==> src/rtl/seg7_clock_divider.sv <==
// Free-running divider that makes the 7-segment scan clock CLK_OUT (50 % duty)
// plus one-cycle rise/fall strobes, all registered on CLK.
module seg7_clock_divider #(
   parameter int unsigned HALF_PERIOD = 50000,
   parameter int unsigned CNT_W       = (HALF_PERIOD > 1) ? $clog2(HALF_PERIOD) : 1
) (
   input  logic CLK,
   input  logic IN_CLR,
   output logic CLK_OUT,
   output logic RISE_TICK,
   output logic FALL_TICK
);

   if (HALF_PERIOD == 0 || HALF_PERIOD > (1 << 24)) begin : g_bad_half_period
      $error("seg7_clock_divider: HALF_PERIOD must be in 1..2^24");
   end

   localparam logic [CNT_W-1:0] LAST = CNT_W'(HALF_PERIOD - 1);

   logic [CNT_W-1:0] cnt_q, cnt_d;
   logic             clk_out_q, clk_out_d;
   logic             rise_q, rise_d;
   logic             fall_q, fall_d;
   logic             at_last;

   // The counter resets explicitly at LAST so it never wraps through 2^CNT_W.
   always_comb begin
      at_last   = (cnt_q == LAST);
      cnt_d     = cnt_q + CNT_W'(1);
      clk_out_d = clk_out_q;
      rise_d    = 1'b0;
      fall_d    = 1'b0;
      if (at_last) begin
         cnt_d     = '0;
         clk_out_d = ~clk_out_q;
         rise_d    = ~clk_out_q;
         fall_d    = clk_out_q;
      end
   end

   always_ff @(posedge CLK or negedge IN_CLR) begin
      if (!IN_CLR) begin
         cnt_q     <= '0;
         clk_out_q <= 1'b0;
         rise_q    <= 1'b0;
         fall_q    <= 1'b0;
      end else begin
         cnt_q     <= cnt_d;
         clk_out_q <= clk_out_d;
         rise_q    <= rise_d;
         fall_q    <= fall_d;
      end
   end

   assign CLK_OUT   = clk_out_q;
   assign RISE_TICK = rise_q;
   assign FALL_TICK = fall_q;

endmodule

==> config.mk <==
export PLATFORM = sky130hd
export DESIGN_NAME = seg7_clock_divider
export DESIGN_NICKNAME = d
export VERILOG_FILES = /design/src/rtl/seg7_clock_divider.sv
export SDC_FILE = /design/constraint.sdc
export NUM_CORES = 1
export LEC_CHECK = 0
export ABC_AREA = 1
export BUFFER_PORTS_ARGS = -buffer_cell sky130_fd_sc_hd__buf_2
export CAP_MARGIN = 40
export CORE_AREA = 2 2 44 46
export DETAILED_ROUTE_END_ITERATION = 10
export DIE_AREA = 0 0 46 48
export PLACE_DENSITY_LB_ADDON = 0.05
export SLEW_MARGIN = 20
export SYNTH_ARGS = -nofsm -noshare
export SYNTH_HDL_FRONTEND = slang
export SYNTH_SLANG_ARGS = --single-unit
==> constraint.sdc <==
create_clock -name CLK -period 2 [get_ports CLK]
set_input_delay 0.6 -clock CLK [delete_from_list [all_inputs] [get_ports CLK]]
set_output_delay 0.6 -clock CLK [all_outputs]
set_load 0.01 [all_outputs]
==> results.py <==
metrics = {
    "outcome": {
        "status": "completed",
    },
    "setup_path": {
        "r2r_cells": 6,
        "endpoint_kind": "output pin",
        "worst-path-buf-inv": 1,
        "r2r_setup_slack_ns": 0.56,
        "worstSetupStartpointType": "register",
        "reg2reg_to": "cnt_q[4]$_DFF_PN0_",
        "path_class": "register to output pin",
        "cp.required_ns": 1.40,
        "path_cells": "buf_2",
        "worstPathArrival_ns": 0.86,
        "critPathTopFamily": "flip-flops",
        "crit-reg2reg-launch": "cnt_q[0]$_DFF_PN0_",
        "slowest_delay_ns": 0.42,
        "cpMaxStageDelayCell": "dfrtp_1",
        "cp_max_fo": 4,
    },
    "finish": {
        "stdcell_count": 166,
        "drive_gt1_frac": 0.0872,
        "fillCellCount": 155,
        "diodes": 0,
        "nNetsFinal": 153,
        "syn_to_final_growth_pct": 6.63,
    },
    "floorplanning": {
        "die_height_um": 48,
        "core-area_um2": 1690,
        "num_rows": 15,
        "die_w_um": 46,
        "die-area_um2": 2210,
        "io_pins": 5,
        "start_util": 0.603,
    },
    "yosys": {
        "synth_cells": 141,
        "ys_seq_area_frac": 0.467,
        "synth_warnings": 0,
        "synthTopCellsByArea": "dfrtp_1 (47%), nand2_1 (14%), nor2_1 (12%)",
        "syn_area_um2": 1020,
        "netlist-cell-type-count": 17,
        "yosys.area.top_type": "dfrtp_1",
        "syn-num-nets": 144,
        "synth_top_cell_area_share": 0.467,
        "ys_seq_elements": 19,
        "syn_avg_cell_area_um2": 7.22,
    },
    "job": {
        "cap_violations": 0,
    },
    "routing": {
        "vias": 878,
        "ant_nets": 0,
        "drt_wl_total_um": 1990,
        "routedWlPerCell_um": 12.0,
        "drt_iter0_drc": 15,
        "dr.pass1.iters": 4,
        "drc": 0,
        "vias_per_cell": 5.29,
    },
    "sta": {
        "timing.final.ws_setup_ns": 0.542,
        "skew_ns": 0.00834,
        "period_minus_slack_ns": 1.46,
        "fin_crit_sh": 0.729,
        "finalMaxSlewViolations": 0,
        "finalSetupViolCount": 0,
        "fmax_mhz": 686,
        "rsz0062_at_grt": "no",
        "finalHoldViolCount": 0,
        "fin_setup_tns_ns": 0,
        "worst_pin_slew_ns": 0.424,
        "slew-limit-headroom": 0.718,
    },
    "grt": {
        "grt_max_degree": 20,
        "grt_use_total": 0.218,
        "overflow": 0,
        "grt_pass1_vias": 835,
        "grt_pass1_wl_um": 3400,
        "antenna_found_initial": 0,
    },
    "place": {
        "place_congestion": 0.813,
        "pre_cts_ws_ns": 0.562,
        "dp_cells": 162,
        "hpwlAfterDp_um": 1540,
        "io_buffers": 4,
    },
    "pwr": {
        "powerDensity_nw_per_um2": 538,
        "p_leak_uw": 0.000596,
        "ir_drop_mv": 0.380,
    },
    "min_path": {
        "hp-class": "primary input to async pin",
    },
    "clock_network": {
        "numClockSinks": 19,
        "clock_path_buffers": 2,
        "h-tree-depth": 1,
        "cts-resized-gates": 0,
        "hold_buffers": 0,
        "worstSkewPairLatency_ns": 0.29,
        "clkSlewWorstSetupHoldPaths_ns": 0.11,
        "cts_buffers": 3,
        "cts_tree": "built",
        "cts_root_buffer": "clkbuf_4",
        "post_cts_buffers": 0,
    },
}
## cell usage after synthesis (all sizes together)
| cell type | count |
|---|---|
| o21ai | 3 |
| dfrtp | 19 |
| xor2 | 5 |
| nand4 | 4 |
| nor3 | 3 |
| inv | 24 |
| nor2 | 33 |
| nand2 | 38 |
| ha | 1 |
| a21oi | 2 |
| nand3 | 9 |
## registers in the layout (all words and copies together), names as in the netlist
register / count
CLK_OUT: 1
FALL_TICK: 1
cnt_q: 16
RISE_TICK: 1
## logic make-up after synthesis
family | Yosys count | synth area share
simple gates | 87 | 0.365
buf+inv | 24 | 0.0884
flops | 19 | 0.467
compound gates | 5 | 0.0246
xor+xnor | 5 | 0.0430
fa+ha+maj | 1 | 0.0123
## through the flow
step	utilization	total power [uW]	hold WS [ns]	area, um2
final	0.643	585	0.221	1090
after detailed placement	0.627	400	0.485	1060
after global placement	0.627	400	0.469	1060
after floorplan	-	392	0.304	1020
after CTS	0.643	592	0.233	1090
after global routing	0.643	607	0.246	1090
## worst max-delay path by stage
stage | from | endpoint | slack [ns] | cells past startpoint
floorplan | cnt_q[0]$_DFF_PN0_ | cnt_q[0]$_DFF_PN0_ | 0.77 | 6
global placement | cnt_q[0]$_DFF_PN0_ | cnt_q[4]$_DFF_PN0_ | 0.68 | 6
detailed placement | cnt_q[0]$_DFF_PN0_ | cnt_q[4]$_DFF_PN0_ | 0.56 | 6
CTS | CLK_OUT$_DFFE_PN0N_ | CLK_OUT | 0.53 | 1
global route | cnt_q[0]$_DFF_PN0_ | cnt_q[4]$_DFF_PN0_ | 0.44 | 6
finish | CLK_OUT$_DFFE_PN0N_ | CLK_OUT | 0.54 | 1
## cell type report
class,instances,area (um2),area share
Multi-Input combinational cell,98,453,0.417
Inverter,24,90.1,0.0829
Tap cell,17,21.3,0.0196
Timing Repair Buffer,4,20.0,0.0184
Clock buffer,4,26.3,0.0242
Sequential cell,19,475,0.438
## report_power, final
| group | total, uW | switching [uW] | internal (uW) |
|---|---|---|---|
| sequential | 384 | 0 | 384 |
| combinational | 7.84 | 7.14 | 0.705 |
| clock | 193 | 115 | 77.5 |
## layout by cell type, fill, tap and decap left out
cell,synthesis,layout
dfrtp_1,19,19
inv_1,23,23
buf_2,0,4
a21oi_1,2,2
ha_1,1,1
nor3_2,1,1
o21ai_0,2,2
clkbuf_1,0,1
nand4_1,4,4
nand2_2,1,1
nand3_1,7,7
nor2_2,1,1
nor2_1,32,32
o21ai_1,1,1
nand2_1,37,37
nor3_1,2,2
nand3_2,2,2
clkbuf_4,0,3
xor2_1,5,5
inv_2,1,1
## per-layer routing
metal,part of all wire,up-vias,global-route usage
met4,0.011,0,0.0857
met1,0.46,422,0.262
met2,0.51,9,0.397
li1,-,443,-
met5,0,-,0
met3,0.018,4,0.0226
Power figures use the tool's default switching activity.
